$ cat src/rtl/instruction_fetch_pkg.sv
// Shared definitions for the instruction fetch unit: FSM states, the
// instruction size and the counter-width helper used by the top and its FIFO.
package instruction_fetch_pkg;

  localparam int          INSTR_BYTES      = 4;
  localparam logic [31:0] RESET_VECTOR_DEF = 32'h0000_0000;

  typedef enum logic [1:0] {
    ST_BOOT  = 2'd0,
    ST_RUN   = 2'd1,
    ST_FLUSH = 2'd2
  } fetch_state_e;

  // Occupancy / in-flight counters must be able to hold the value DEPTH itself
  function automatic int cnt_w(input int depth);
    return $clog2(depth) + 1;
  endfunction

endpackage

$ cat src/rtl/instruction_fetch_if.sv
// Bus bundle of the fetch unit: PMEM request/response, decoder handshake
// and the redirect input. master = fetch unit, slave = its environment.
interface instruction_fetch_if #(
  parameter int ADDR_WIDTH = 32
);
  logic                  pmem_req_valid;
  logic                  pmem_req_ready;
  logic [ADDR_WIDTH-1:0] pmem_req_addr;
  logic                  pmem_rsp_valid;
  logic [31:0]           pmem_rsp_data;
  logic                  instr_valid;
  logic                  instr_ready;
  logic [31:0]           instr;
  logic [ADDR_WIDTH-1:0] instr_pc;
  logic                  redirect_valid;
  logic [ADDR_WIDTH-1:0] redirect_addr;

  modport master (
    output pmem_req_valid, pmem_req_addr, instr_valid, instr, instr_pc,
    input  pmem_req_ready, pmem_rsp_valid, pmem_rsp_data, instr_ready,
           redirect_valid, redirect_addr
  );

  modport slave (
    input  pmem_req_valid, pmem_req_addr, instr_valid, instr, instr_pc,
    output pmem_req_ready, pmem_rsp_valid, pmem_rsp_data, instr_ready,
           redirect_valid, redirect_addr
  );
endinterface

$ cat src/rtl/instruction_fetch_fetch_buffer.sv
// fetch_buffer: DEPTH-entry synchronous FIFO with flush and occupancy output.
// Head entry is presented straight from storage, zeroed while empty.
module fetch_buffer
  import instruction_fetch_pkg::*;
#(
  parameter int WIDTH = 64,
  parameter int DEPTH = 2
) (
  input  logic                     clk,
  input  logic                     rst_n,
  input  logic                     i_flush,
  input  logic                     i_push,
  input  logic [WIDTH-1:0]         i_data,
  input  logic                     i_pop,
  output logic [cnt_w(DEPTH)-1:0]  o_count,
  output logic                     o_valid,
  output logic [WIDTH-1:0]         o_data
);
  localparam int CW = cnt_w(DEPTH);
  localparam int PW = (DEPTH > 1) ? $clog2(DEPTH) : 1;

  logic [WIDTH-1:0] r_mem [DEPTH];
  logic [PW-1:0]    r_rd_ptr;
  logic [PW-1:0]    r_wr_ptr;
  logic [CW-1:0]    r_count;
  logic             w_push;
  logic             w_pop;

  // Accept a push when a slot is free or the head leaves in the same cycle
  always_comb begin
    w_pop  = i_pop && (r_count != '0);
    w_push = i_push && ((r_count != CW'(DEPTH)) || w_pop);
  end

  // Pointer and occupancy tracking; flush empties the FIFO outright
  always_ff @(posedge clk or negedge rst_n) begin
    if (!rst_n) begin
      r_rd_ptr <= '0;
      r_wr_ptr <= '0;
      r_count  <= '0;
    end else if (i_flush) begin
      r_rd_ptr <= '0;
      r_wr_ptr <= '0;
      r_count  <= '0;
    end else begin
      if (w_push) r_wr_ptr <= r_wr_ptr + PW'(1);
      if (w_pop)  r_rd_ptr <= r_rd_ptr + PW'(1);
      r_count <= r_count + CW'(w_push) - CW'(w_pop);
    end
  end

  // Entry storage: data only, no reset needed
  always_ff @(posedge clk) begin
    if (w_push && !i_flush) r_mem[r_wr_ptr] <= i_data;
  end

  assign o_count = r_count;
  assign o_valid = (r_count != '0);
  assign o_data  = o_valid ? r_mem[r_rd_ptr] : '0;

endmodule

$ cat src/rtl/instruction_fetch.sv
// instruction_fetch: owns the PC, issues in-order PMEM reads under a credit
// rule (buffered + in-flight never exceeds BUF_DEPTH), buffers returned words
// and hands them to the decoder. Redirects retarget the PC, empty the buffer
// and drop responses that were already in flight.
// Optional feature macro: IFETCH_MISALIGN_EN (adds misalign_err port).
module instruction_fetch
  import instruction_fetch_pkg::*;
#(
  parameter int                    ADDR_WIDTH   = 32,
  parameter int                    BUF_DEPTH    = 2,
  parameter logic [ADDR_WIDTH-1:0] RESET_VECTOR = ADDR_WIDTH'(RESET_VECTOR_DEF)
) (
  input  logic                   clk,
  input  logic                   rst_n,
  instruction_fetch_if.master    if_fetch
`ifdef IFETCH_MISALIGN_EN
  ,
  output logic                   misalign_err
`endif
);
  localparam int CW = cnt_w(BUF_DEPTH);

  fetch_state_e          r_state, w_state_nxt;
  logic [ADDR_WIDTH-1:0] r_pc;
  logic [CW-1:0]         r_inflight, w_inflight_nxt;
  logic [CW-1:0]         r_drop_cnt, w_drop_nxt;
  logic [CW-1:0]         w_count;
  logic [CW:0]           w_occupancy;
  logic                  w_redirect, w_misalign, w_req_valid, w_req_fire;
  logic                  w_rsp, w_push, w_pop, w_buf_valid;
  logic [ADDR_WIDTH-1:0] w_redirect_pc, w_rsp_pc;
  logic [31+ADDR_WIDTH:0] w_head;

`ifdef IFETCH_MISALIGN_EN
  logic r_misalign;

  // Misaligned redirect target blocks fetching until the next redirect
  always_ff @(posedge clk or negedge rst_n) begin
    if (!rst_n)          r_misalign <= 1'b0;
    else if (w_redirect) r_misalign <= |if_fetch.redirect_addr[1:0];
  end

  assign misalign_err = r_misalign;
  assign w_misalign   = r_misalign;
`else
  assign w_misalign   = 1'b0;
`endif

  // Request credit, handshakes and the PC of the oldest outstanding read
  always_comb begin
    w_redirect     = if_fetch.redirect_valid;
    w_occupancy    = {1'b0, w_count} + {1'b0, r_inflight};
    w_req_valid    = (r_state == ST_RUN) && (w_occupancy < (CW+1)'(BUF_DEPTH)) && !w_misalign;
    w_req_fire     = w_req_valid && if_fetch.pmem_req_ready;
    w_rsp          = if_fetch.pmem_rsp_valid;
    w_inflight_nxt = r_inflight + CW'(w_req_fire) - CW'(w_rsp);
    w_push         = w_rsp && (r_state == ST_RUN) && !w_redirect;
    w_pop          = w_buf_valid && if_fetch.instr_ready && !w_redirect;
    w_redirect_pc  = {if_fetch.redirect_addr[ADDR_WIDTH-1:2], 2'b00};
    // In RUN all outstanding reads are consecutive words ending just below pc
    w_rsp_pc       = r_pc - (ADDR_WIDTH'(r_inflight) << 2);
  end

  // Next-state logic: stale reads after a redirect are drained in FLUSH
  always_comb begin
    w_state_nxt = r_state;
    w_drop_nxt  = r_drop_cnt;
    case (r_state)
      ST_BOOT: w_state_nxt = ST_RUN;
      ST_RUN: begin
        if (w_redirect) begin
          w_drop_nxt = w_inflight_nxt;
          if (w_inflight_nxt != '0) w_state_nxt = ST_FLUSH;
        end
      end
      ST_FLUSH: begin
        w_drop_nxt = r_drop_cnt - CW'(w_rsp);
        if (w_drop_nxt == '0) w_state_nxt = ST_RUN;
      end
      default: w_state_nxt = ST_BOOT;
    endcase
  end

  // Control registers: state, in-flight and drop counters
  always_ff @(posedge clk or negedge rst_n) begin
    if (!rst_n) begin
      r_state    <= ST_BOOT;
      r_inflight <= '0;
      r_drop_cnt <= '0;
    end else begin
      r_state    <= w_state_nxt;
      r_inflight <= w_inflight_nxt;
      r_drop_cnt <= w_drop_nxt;
    end
  end

  // Program counter: redirect wins over sequential advance
  always_ff @(posedge clk or negedge rst_n) begin
    if (!rst_n)          r_pc <= RESET_VECTOR;
    else if (w_redirect) r_pc <= w_redirect_pc;
    else if (w_req_fire) r_pc <= r_pc + ADDR_WIDTH'(INSTR_BYTES);
  end

  fetch_buffer #(
    .WIDTH (32 + ADDR_WIDTH),
    .DEPTH (BUF_DEPTH)
  ) u_buf (
    .clk     (clk),
    .rst_n   (rst_n),
    .i_flush (w_redirect),
    .i_push  (w_push),
    .i_data  ({if_fetch.pmem_rsp_data, w_rsp_pc}),
    .i_pop   (w_pop),
    .o_count (w_count),
    .o_valid (w_buf_valid),
    .o_data  (w_head)
  );

  assign if_fetch.pmem_req_valid = w_req_valid;
  assign if_fetch.pmem_req_addr  = {r_pc[ADDR_WIDTH-1:2], 2'b00};
  assign if_fetch.instr_valid    = w_buf_valid;
  assign if_fetch.instr          = w_head[31+ADDR_WIDTH:ADDR_WIDTH];
  assign if_fetch.instr_pc       = w_head[ADDR_WIDTH-1:0];

endmodule

$ cat src/flat_wrapper.sv
// flat-port wrapper written by rule: the top's interface ports become plain ports
module instruction_fetch_flat import instruction_fetch_pkg::*;
#(
  parameter int                    ADDR_WIDTH   = 32,
  parameter int                    BUF_DEPTH    = 2,
  parameter logic [ADDR_WIDTH-1:0] RESET_VECTOR = ADDR_WIDTH'(RESET_VECTOR_DEF)
)
  (clk, rst_n, if_fetch_pmem_req_valid, if_fetch_pmem_req_addr, if_fetch_instr_valid, if_fetch_instr, if_fetch_instr_pc, if_fetch_pmem_req_ready, if_fetch_pmem_rsp_valid, if_fetch_pmem_rsp_data, if_fetch_instr_ready, if_fetch_redirect_valid, if_fetch_redirect_addr);
  instruction_fetch_if #(.ADDR_WIDTH(ADDR_WIDTH)) if_fetch_i ();
  input  logic clk;
  input  logic rst_n;
  output wire logic [$bits(if_fetch_i.pmem_req_valid)-1:0] if_fetch_pmem_req_valid;
  output wire logic [$bits(if_fetch_i.pmem_req_addr)-1:0] if_fetch_pmem_req_addr;
  output wire logic [$bits(if_fetch_i.instr_valid)-1:0] if_fetch_instr_valid;
  output wire logic [$bits(if_fetch_i.instr)-1:0] if_fetch_instr;
  output wire logic [$bits(if_fetch_i.instr_pc)-1:0] if_fetch_instr_pc;
  input wire logic [$bits(if_fetch_i.pmem_req_ready)-1:0] if_fetch_pmem_req_ready;
  input wire logic [$bits(if_fetch_i.pmem_rsp_valid)-1:0] if_fetch_pmem_rsp_valid;
  input wire logic [$bits(if_fetch_i.pmem_rsp_data)-1:0] if_fetch_pmem_rsp_data;
  input wire logic [$bits(if_fetch_i.instr_ready)-1:0] if_fetch_instr_ready;
  input wire logic [$bits(if_fetch_i.redirect_valid)-1:0] if_fetch_redirect_valid;
  input wire logic [$bits(if_fetch_i.redirect_addr)-1:0] if_fetch_redirect_addr;
  assign if_fetch_pmem_req_valid = if_fetch_i.pmem_req_valid;
  assign if_fetch_pmem_req_addr = if_fetch_i.pmem_req_addr;
  assign if_fetch_instr_valid = if_fetch_i.instr_valid;
  assign if_fetch_instr = if_fetch_i.instr;
  assign if_fetch_instr_pc = if_fetch_i.instr_pc;
  assign if_fetch_i.pmem_req_ready = if_fetch_pmem_req_ready;
  assign if_fetch_i.pmem_rsp_valid = if_fetch_pmem_rsp_valid;
  assign if_fetch_i.pmem_rsp_data = if_fetch_pmem_rsp_data;
  assign if_fetch_i.instr_ready = if_fetch_instr_ready;
  assign if_fetch_i.redirect_valid = if_fetch_redirect_valid;
  assign if_fetch_i.redirect_addr = if_fetch_redirect_addr;
  instruction_fetch #(.ADDR_WIDTH(ADDR_WIDTH), .BUF_DEPTH(BUF_DEPTH), .RESET_VECTOR(RESET_VECTOR)) u_core (.clk(clk), .rst_n(rst_n), .if_fetch(if_fetch_i));
endmodule
$ cat config.mk
export PLATFORM = sky130hd
export DESIGN_NAME = instruction_fetch_flat
export DESIGN_NICKNAME = d
export VERILOG_FILES = /design/src/rtl/instruction_fetch_pkg.sv /design/src/rtl/instruction_fetch_if.sv /design/src/rtl/instruction_fetch_fetch_buffer.sv /design/src/rtl/instruction_fetch.sv /design/src/flat_wrapper.sv
export SDC_FILE = /design/constraint.sdc
export NUM_CORES = 1
export LEC_CHECK = 0
export BUFFER_PORTS_ARGS = -buffer_cell sky130_fd_sc_hd__buf_2
export CAP_MARGIN = 20
export CORE_MARGIN = 8
export CORE_UTILIZATION = 36
export CTS_BUF_LIST = sky130_fd_sc_hd__clkbuf_4 sky130_fd_sc_hd__clkbuf_8
export CTS_CLUSTER_DIAMETER = 200
export DETAILED_ROUTE_END_ITERATION = 12
export SLEW_MARGIN = 20
export SYNTH_ARGS = -nofsm -noshare
export SYNTH_HDL_FRONTEND = slang
export SYNTH_SLANG_ARGS = --single-unit
export TNS_END_PERCENT = 1
$ cat constraint.sdc
create_clock -name clk -period 9 [get_ports clk]
set_input_delay 1.35 -clock clk [delete_from_list [all_inputs] [get_ports clk]]
set_output_delay 1.35 -clock clk [all_outputs]
set_load 0.1 [all_outputs]
After elaboration in Yosys (flattened, before gate mapping):

Memories as Yosys holds them, arrays and structs flattened.
Index checks and enable logic that the tools add are counted.

* memories: 1
* register bits: 42
* logic and storage cells: 62
* bits in latches: 0
* ROM bits: 0
* bits in writable memories: 128

Memory list
* u_core.u_buf.r_mem: words 2, width 64, read ports 1, clocked after Yosys merged registers in 0, wr ports 1, RTL line instruction_fetch_fetch_buffer.sv:22 `logic [WIDTH-1:0] r_mem [DEPTH];`

* div/mod/pow operators: 0
* equality and inequality tests: 6
* shifts and indexed selects: 0
* mux-type cells: 16
* $add $sub $neg: 10
* bitwise logic cells: 0
* $mul: 0
* reductions and logical operators: 21
* order comparisons: 1

Operator list (count)
* 2-to-1 mux 32 bit: 2
* 2-to-1 mux 64 bit: 1
* adder 32 x 3 -> 32 bit, second input constant: 1
* subtractor 32 x 4 -> 32 bit: 1
* nonzero test 2 bit: 6
* 2-to-1 mux 2 bit: 5
* logical AND 1 bit: 9
* 2-to-1 mux 1 bit: 6
* inequality test 2 bit, second input constant: 3
* case mux 2 bit (3 select lines): 1
* subtractor 2 x 1 -> 2 bit: 3
* adder 2 x 1 -> 2 bit: 2
* zero test 2 bit: 2
* case mux 2 bit (2 select lines): 1
* adder 2 x 2 -> 3 bit: 1
* less-than comparator 3 x 2 -> 1 bit, second input constant: 1
* AND reduction 3 bit: 1
* adder 1 bit, second input constant: 2
* == test 2 x 1 -> 1 bit, second input constant: 1
* == test 2 bit, second input constant: 1
* inequality test 2 x 1 -> 1 bit, second input constant: 1
* AND reduction 2 bit: 1
* zero test 1 bit: 1
* logical OR 1 bit: 1

Depth between registers and ports, before layout:

Gate-level depths: netlist of run 1.

* word-level depth: 10
* gate-level depth with buffers: 10
* gate-level depth less buffers: 10

Hierarchy:

A second synthesis of run 1 with hierarchy kept.

* cell total of the unflattened synthesis: 628
* area, all modules: 7808.7 µm²

By module, submodules not included
* fetch_buffer: sequential area each 3943.8 µm², times used 1, cells each 295, area each 5086.1 µm²
* instruction_fetch: sequential area each 900.9 µm², times used 1, cells each 333, area each 2722.6 µm²

Worst setup path after synthesis of run 1:

Ideal clock, no wire load.

* path kind: input -> register
* start: in if_fetch_pmem_rsp_valid
* end: mem u_core.u_buf.r_mem[1][10] (enable)
* slack: 2.145 ns
* arrival: 6.283 ns
* stages: 3
* library setup time: 0.571 ns
* cell sequence: and3b_1 -> o21ai_0 -> nor3b_1

* longest elaborated chain between the ends: 6

Ends and longest elaborated chain
* start: declaration: RTL line flat_wrapper.sv:18 `input wire logic [$bits(if_fetch_i.pmem_rsp_valid)-1:0] if_fetch_pmem_rsp_valid;`
* logical AND 1 bit (2 in series): RTL line instruction_fetch.sv:57 `w_push = w_rsp && (r_state == ST_RUN) && !w_redirect;`
* logical AND 1 bit: RTL line instruction_fetch_fetch_buffer.sv:32 `w_push = i_push && ((r_count != CW'(DEPTH)) || w_pop);`
* logical AND 1 bit: RTL line instruction_fetch_fetch_buffer.sv:54 `if (w_push && !i_flush) r_mem[r_wr_ptr] <= i_data;`
* 2-to-1 mux 1 bit: RTL line instruction_fetch_fetch_buffer.sv:54
* 2-to-1 mux 1 bit (implied by the code): RTL line instruction_fetch_fetch_buffer.sv:54
* end: declaration: RTL line instruction_fetch_fetch_buffer.sv:22

No other way between the ends.

Final worst setup path of run 1:

* start: reg u_core.u_buf.r_count[0] (netlist: u_core.u_buf.o_count[0])
* end: out if_fetch_pmem_req_valid

* longest elaborated chain between the ends: 3

Ends and longest elaborated chain
* start: declaration: RTL line instruction_fetch_fetch_buffer.sv:25 `logic [CW-1:0] r_count;`
* start signal: assignment: RTL line instruction_fetch_fetch_buffer.sv:48 `r_count <= r_count + CW'(w_push) - CW'(w_pop);`
* adder 2 x 2 -> 3 bit: RTL line instruction_fetch.sv:52 `w_occupancy = {1'b0, w_count} + {1'b0, r_inflight};`
* less-than comparator 3 x 2 -> 1 bit: RTL line instruction_fetch.sv:53 `w_req_valid = (r_state == ST_RUN) && (w_occupancy < (CW+1)'(BUF_DEPTH)) && !w_misalign;`
* logical AND 1 bit: RTL line instruction_fetch.sv:53
* end: declaration: RTL line flat_wrapper.sv:12 `output wire logic [$bits(if_fetch_i.pmem_req_valid)-1:0] if_fetch_pmem_req_valid;`

No other way between the ends.

==> results by group, run 1 <==
Floorplanning
  – Num rows: 54
  – Core area: 0.02155 mm^2
  – Die area: 0.02670 mm^2
  – Chip height: 163.4 um
  – Starting Density: 36.29%
  – IO Count: 168
  – Die Span X: 163.4 um

Synthesis
  – Yosys warnings: 0
  – Adder-Cell Fraction of Synth Area: 1.632%
  – Seq/Total Area, Yosys: 60.41%
  – Synth area leader: edfxtp_1
  – Synth Area in Compound Gates: 5.535%
  – Synth Area per Inst: 12.11 um^2
  – Most common cell in the synthesized netlist: edfxtp_1
  – Simple-gate portion of the synthesized area: 16.09%
  – Synth area leaders: edfxtp_1 (48%), dfrtp_1 (13%), mux2i_1 (8.2%)
  – Mapped cell area: 0.007821 mm^2
  – Synth Area in XOR/XNOR: 4.367%
  – Async set or reset register ratio after synthesis: 24.39%
  – Commonest cells post-synth: edfxtp_1 (124), nor2_1 (98), mux2i_1 (64)
  – Number of synthesized flops with an enable pin: 124
  – Post-synthesis mux area share: 8.335%
  – Yosys cell types: 51
  – Main combinational cell family by area after synthesis: simple AND/OR/NAND/NOR gates
  – Top FF cell, synth: edfxtp_1
  – Synthesized instance count: 646
  – Seq cells post-synth: 164
  – Top cell type's share of synthesized area: 47.61%

Timing
  – Setup_tns: 0 ns
  – Max Slew Vio Count: 0
  – Clk_skew: 0.01969 ns
  – Final Critical Period: 4.389 ns
  – RSZ-0062 raised after global routing: no
  – Final Hold Viols: 0
  – Setup WS post-layout: 4.611 ns
  – Top achievable clock speed: 0.2278 GHz
  – Slew @ Worst Pin: 1.007 ns
  – Slew headroom: 32.89%
  – Setup violators final: 0
  – Crit share post-route: 48.77%

Worst setup path
  – Startpoint Class: register
  – Worst path bufs/invs: 1
  – CP Max Fanout: 19
  – Reg2reg setup slack: 5.58 ns
  – FF-to-FF Start: u_core.u_buf.o_count[0]
  – Slowest CP cell: nor4b_4
  – Top Family by Delay on Critical Path: simple AND/OR/NAND/NOR gates
  – Worst-path cell chain: and2_1, fa_1, nor4b_4, buf_2
  – Worst stage delay on the critical path: 0.87 ns
  – WP data arrival: 3.04 ns
  – Required @ worst endpoint: 7.65 ns
  – Reg2Reg Depth: 10
  – Worst setup EP type: output pin
  – Worst flop-to-flop path endpoint: u_core.r_state[1]
  – Crit path kind: reg2out

Min path
  – Hold EP: u_core.u_buf.r_wr_ptr
  – Worst hold path class: reg2reg
  – Hold Crit Start: u_core.u_buf.r_wr_ptr
  – Hold depth: 2

Layout
  – Area grow syn2layout: 18.35%
  – Final nets: 867
  – Number of fill cells: 2026
  – Fin cells: 1081
  – Fin area: 0.009256 mm^2
  – Layout cells sized above 1: 26.72%
  – Antenna cells: 0

Clocking
  – Cts bufs inserted: 17
  – Root Buffer: clkbuf_8
  – Clk sinks: 164
  – Clk buf depth: 2
  – Gates resized, CTS repair: 0
  – Worst-skew pair later-pin latency: 0.45 ns
  – Post-CTS Hold Fix Bufs: 0
  – TritonCTS clock tree: built
  – Clk slew on worst S/H paths: 0.10 ns
  – H-tree levels: 4
  – Post-CTS Setup Inserts: 0

Run
  – Max Cap Viol: 0

Power
  – Pwr Density: 276.6 mW/mm^2
  – P_leak: 3.462 nW
  – VDD IR-drop max: 0.0001829 V

Placed design
  – I/O Buffers: 161
  – Inst Count DP: 1049
  – Routability congestion estimate: 0.7983
  – Post-DP Area: 0.008831 mm^2
  – Dpl hpwl: 13290 um
  – Pre-CTS WS: 5.096 ns

Global route
  – Vias in the first global route: 5526
  – Largest net degree at the start of global routing: 64
  – Initial antenna violation count: 0
  – Total congestion overflow: 0
  – Total global-route track usage: 14.55%
  – First-pass GRT wire length: 30020 um

Routing
  – Routed vias: 5509
  – DR iter-0 viols: 313
  – DRT Pass-1 Iters: 4
  – Total routed wirelength: 19500 um
  – DRC viols: 0
  – DRT antenna net count: 0
  – Via density: 5.096
  – Routed WL per cell: 18.03 um

Run status
  – Status: completed
tightest hold or removal path, delay by kind of cell, from the launching register on:
| kind | cells | cell delay [ns] |
|---|---|---|
| xor gates and xnor gates | 1 | 0.08 |
| and+or+nand+nor | 1 | 0.07 |
| DFF | 1 | 0.40 |
through the flow:
step | total power, mW | util, % | hold slack [ns]
after CTS | 2.584 | 42.92 | 0.5959
after floorplan | 1.828 | - | 0.5193
after detailed placement | 2.021 | 40.97 | 0.5675
final | 2.560 | 42.95 | 0.5930
after global placement | 2.012 | 40.97 | 0.5657
after global routing | 2.678 | 42.95 | 0.6265
area by class of cell:
class | count | area, um^2 | area share [%]
clock inverter | 12 | 156.4 | 1.690
inverter | 17 | 63.81 | 0.6894
timing repair buffer | 166 | 843.3 | 9.111
multi-input combinational | 422 | 2851 | 30.81
tap | 280 | 350.3 | 3.785
sequential | 164 | 4728 | 51.08
clock buffer | 20 | 262.8 | 2.839
routing by layer:
layer,GRT usage [%],vias to the layer above,routed length (um)
met5,0,-,0
met2,23.67,164,9355
met3,4.032,13,1488
li1,-,2661,-
met1,18.45,2671,8398
met4,4.671,0,252
logic make-up after synthesis:
logic type               Yosys count
AO/OA/AOI/OAI                     67
flip-flops                       164
buffers and inverters             63
adder cells (fa/ha/maj)            9
AND/OR/NAND/NOR                  238
other                              1
XOR/XNOR                          39
multiplexers                      65
power breakdown:
part	internal [mW]	switching [mW]	leakage [nW]
Sequential	0.919	0.0796	1.59
Combinational	0.204	0.793	1.66
Clock	0.289	0.275	0.213
sequential cells by signal, indices dropped and copies added, names as in the netlist:
register	count
u_core.u_buf.r_rd_ptr	1
u_core.u_buf.r_mem	124
u_core.r_inflight	2
u_core.r_pc	30
u_core.u_buf.r_wr_ptr	1
u_core.u_buf.o_count	2
u_core.r_drop_cnt	2
u_core.r_state	2
worst max path at each step:
stage          slack, ns  cells past startpoint                        end                    start
2_1_floorplan       2.15                      3  u_core.u_buf.r_mem[1][10]  if_fetch_pmem_rsp_valid
3_3_place_gp        5.10                      4    if_fetch_pmem_req_valid  u_core.u_buf.o_count[0]
3_5_place_dp        5.10                      4    if_fetch_pmem_req_valid  u_core.u_buf.o_count[0]
4_1_cts             4.57                      4    if_fetch_pmem_req_valid  u_core.u_buf.o_count[0]
5_1_grt             4.48                      4    if_fetch_pmem_req_valid  u_core.u_buf.o_count[0]
6_report            4.61                      4    if_fetch_pmem_req_valid  u_core.u_buf.o_count[0]
cells in the final DEF, fill, tap and decap left out, types with 16 or more instances in the layout:
cell type / instances
xnor2_1: 19
mux2i_1: 64
dfrtp_1: 39
inv_1: 17
a31oi_1: 22
clkbuf_8: 18
nand2_1: 23
nor2_1: 97
or4_1: 23
buf_2: 161
o31ai_1: 21
xor2_1: 20
o21ai_0: 16
edfxtp_1: 124
nand3_1: 25
Power figures use the tool's default switching activity.
==> inputs of run 2 (changes only) <==
==> constraint.sdc (replaced) <==
create_clock -name clk -period 4.11 [get_ports clk]
set_input_delay 0.6165 -clock clk [delete_from_list [all_inputs] [get_ports clk]]
set_output_delay 0.6165 -clock clk [all_outputs]
set_load 0.1 [all_outputs]
==> results by group, run 2 (synthesized netlist as in run 1, its figures left out) <==
Run status
  – Status: completed (unchanged)

Clocking
  – Root Buffer: clkbuf_8 (unchanged)
  – Post-CTS Hold Fix Bufs: 0 (unchanged)
  – H-tree levels: 4 (unchanged)
  – Clk sinks: 164 (unchanged)
  – Clk buf depth: 2 (unchanged)
  – Worst-skew pair later-pin latency: 0.45 ns (about the same)
  – TritonCTS clock tree: built (unchanged)
  – Clk slew on worst S/H paths: 0.10 ns (about the same)
  – Cts bufs inserted: 17 (unchanged)
  – Gates resized, CTS repair: 0 (unchanged)
  – Post-CTS Setup Inserts: 0 (unchanged)

Routing
  – DRT Pass-1 Iters: 4 (unchanged)
  – DR iter-0 viols: 307 (was 313)
  – Highest Signal Layer: met4 (unchanged)
  – Routed vias: 5516 (was 5509)
  – Met2 wire length: 9115 um (was 9355 um)
  – Routed WL per cell: 17.89 um (was 18.03 um)
  – DRC viols: 0 (unchanged)
  – Met3 wire length: 1465 um (was 1488 um)
  – Via density: 5.079 (was 5.096)
  – DRT antenna net count: 0 (unchanged)
  – Total routed wirelength: 19430 um (was 19500 um)
  – DRT met1 WL: 8613 um (was 8398 um)

Run
  – Max Cap Viol: 0 (unchanged)

Timing
  – Clk_skew: 0.02046 ns (was 0.01969 ns)
  – Crit share post-route: 76.78%
  – Setup WS post-layout: 0.9542 ns (was 4.611 ns)
  – Final Critical Period: 3.156 ns
  – Max Slew Vio Count: 0 (unchanged)
  – Top achievable clock speed: 0.3169 GHz
  – Smallest hold slack: 0.3170 ns (was 0.5930 ns)
  – Slew @ Worst Pin: 0.9998 ns (was 1.007 ns)
  – Final Hold Viols: 0 (unchanged)
  – Setup violators final: 0 (unchanged)
  – Slew headroom: 33.35% (was 32.89%)
  – RSZ-0062 raised after global routing: no (unchanged)

Layout
  – Register with the most flip-flops: u_core.u_buf.r_mem (unchanged)
  – Area grow syn2layout: 19.05% (was 18.35%)
  – Commonest cells after routing, fill and taps aside: buf_2 (161), edfxtp_1 (124), nor2_1 (97), mux2i_1 (64), dfrtp_1 (39) (unchanged)
  – Commonest non-fill, non-tap cell in the layout: buf_2 (unchanged)
  – Multi-input logic area: 0.002851 mm^2 (unchanged)
  – Top flop regs: u_core.u_buf.r_mem (124), u_core.r_pc (30) (unchanged)
  – Post-layout util: 43.20% (was 42.95%)
  – Fin area: 0.009311 mm^2 (was 0.009256 mm^2)
  – Layout cells sized above 1: 26.80% (was 26.72%)
  – Final nets: 872 (was 867)
  – Antenna cells: 0 (unchanged)
  – Register area: 0.004728 mm^2 (unchanged)
  – Number of fill cells: 2065 (was 2026)
  – Max FFs per register: 124 (unchanged)
  – Fin cells: 1086 (was 1081)

Floorplanning
  – Num rows: 54 (unchanged)
  – Core area: 0.02155 mm^2 (unchanged)
  – IO Count: 168 (unchanged)
  – Die area: 0.02670 mm^2 (unchanged)
  – Chip height: 163.4 um (unchanged)
  – Die Span X: 163.4 um (unchanged)
  – Starting Density: 36.29% (unchanged)

Worst setup path
  – CP Max Fanout: 6 (was 19)
  – Required @ worst endpoint: 3.49 ns (was 7.65 ns)
  – Worst setup EP type: output pin (unchanged)
  – Startpoint Class: register (unchanged)
  – WP data arrival: 2.54 ns (was 3.04 ns)
  – Crit path kind: reg2out (unchanged)

Global route
  – Total congestion overflow: 0 (unchanged)
  – First-pass GRT wire length: 30100 um (was 30020 um)
  – Vias in the first global route: 5364 (was 5526)
  – Largest net degree at the start of global routing: 56 (was 64)
  – Total global-route track usage: 14.60% (was 14.55%)
  – Initial antenna violation count: 0 (unchanged)

Power
  – Pwr Density: 602.3 mW/mm^2 (was 276.6 mW/mm^2)
  – P_leak: 3.478 nW (was 3.462 nW)
  – VDD IR-drop max: 0.0002894 V (was 0.0001829 V)

Placed design
  – Post-DP Area: 0.008900 mm^2 (was 0.008831 mm^2)
  – Dpl hpwl: 13820 um (was 13290 um)
  – I/O Buffers: 161 (unchanged)
  – Pre-CTS WS: 1.064 ns (was 5.096 ns)
  – Routability congestion estimate: 0.7690 (was 0.7983)
  – Inst Count DP: 1054 (was 1049)

Min path
  – Worst hold path class: in2async (was reg2reg)
run 2: cell type report:
class                      instances  area share [%]
clock buffer                      17           2.513
clock inverter                    15           1.908
inverter                          17          0.6853
multi-input combinational        422           30.62
sequential                       164           50.78
tap                              280           3.762
timing repair buffer             171           9.729
run 2: metal layers:
metal / vias up / track usage, %
met2: 167 / 23.42
met3: 16 / 4.032
met1: 2658 / 18.96
met4: 0 / 4.212
met5: - / 0
li1: 2675 / -
run 2: metrics by stage:
stage          setup TNS, ns  power, mW
4_1_cts                    0      5.672
2_1_floorplan        -105.26      4.002
6_report                   0      5.608
3_5_place_dp               0      4.447
3_3_place_gp               0      4.429
5_1_grt                    0      5.875
run 2: where the power goes:
group          internal [mW]  total, mW  switching (mW)  leakage, nW
sequential              2.01       2.20           0.188         1.59
combinational          0.471       2.19            1.72         1.70
clock                  0.604       1.22           0.616        0.195
total                   3.09       5.61            2.52         3.48
run 2: critical path, cell delays in order, from the launching register on:
cell	delay, ns
dfrtp_1	0.47
and2_1	0.20
fa_1	0.48
nor4b_4	0.42
buf_2	0.51
run 2: final timing paths:
| check | startpoint | to | slack [ns] | cells past startpoint |
|---|---|---|---|---|
| max | u_core.u_buf.o_count[0] | if_fetch_pmem_req_valid | 0.95 | 4 |
| min | rst_n | u_core.r_pc[16] | 0.32 | 1 |
| max reg2reg | u_core.r_pc[2] | u_core.u_buf.r_mem[1][30] | 1.05 | 8 |
| min reg2reg | u_core.r_drop_cnt[0] | u_core.r_drop_cnt[0] | 0.60 | 2 |
| max in group asynchronous | rst_n | u_core.u_buf.r_rd_ptr | 3.07 | 1 |
| min in group clk | if_fetch_pmem_rsp_data[23] | u_core.u_buf.r_mem[0][55] | 0.35 | 1 |
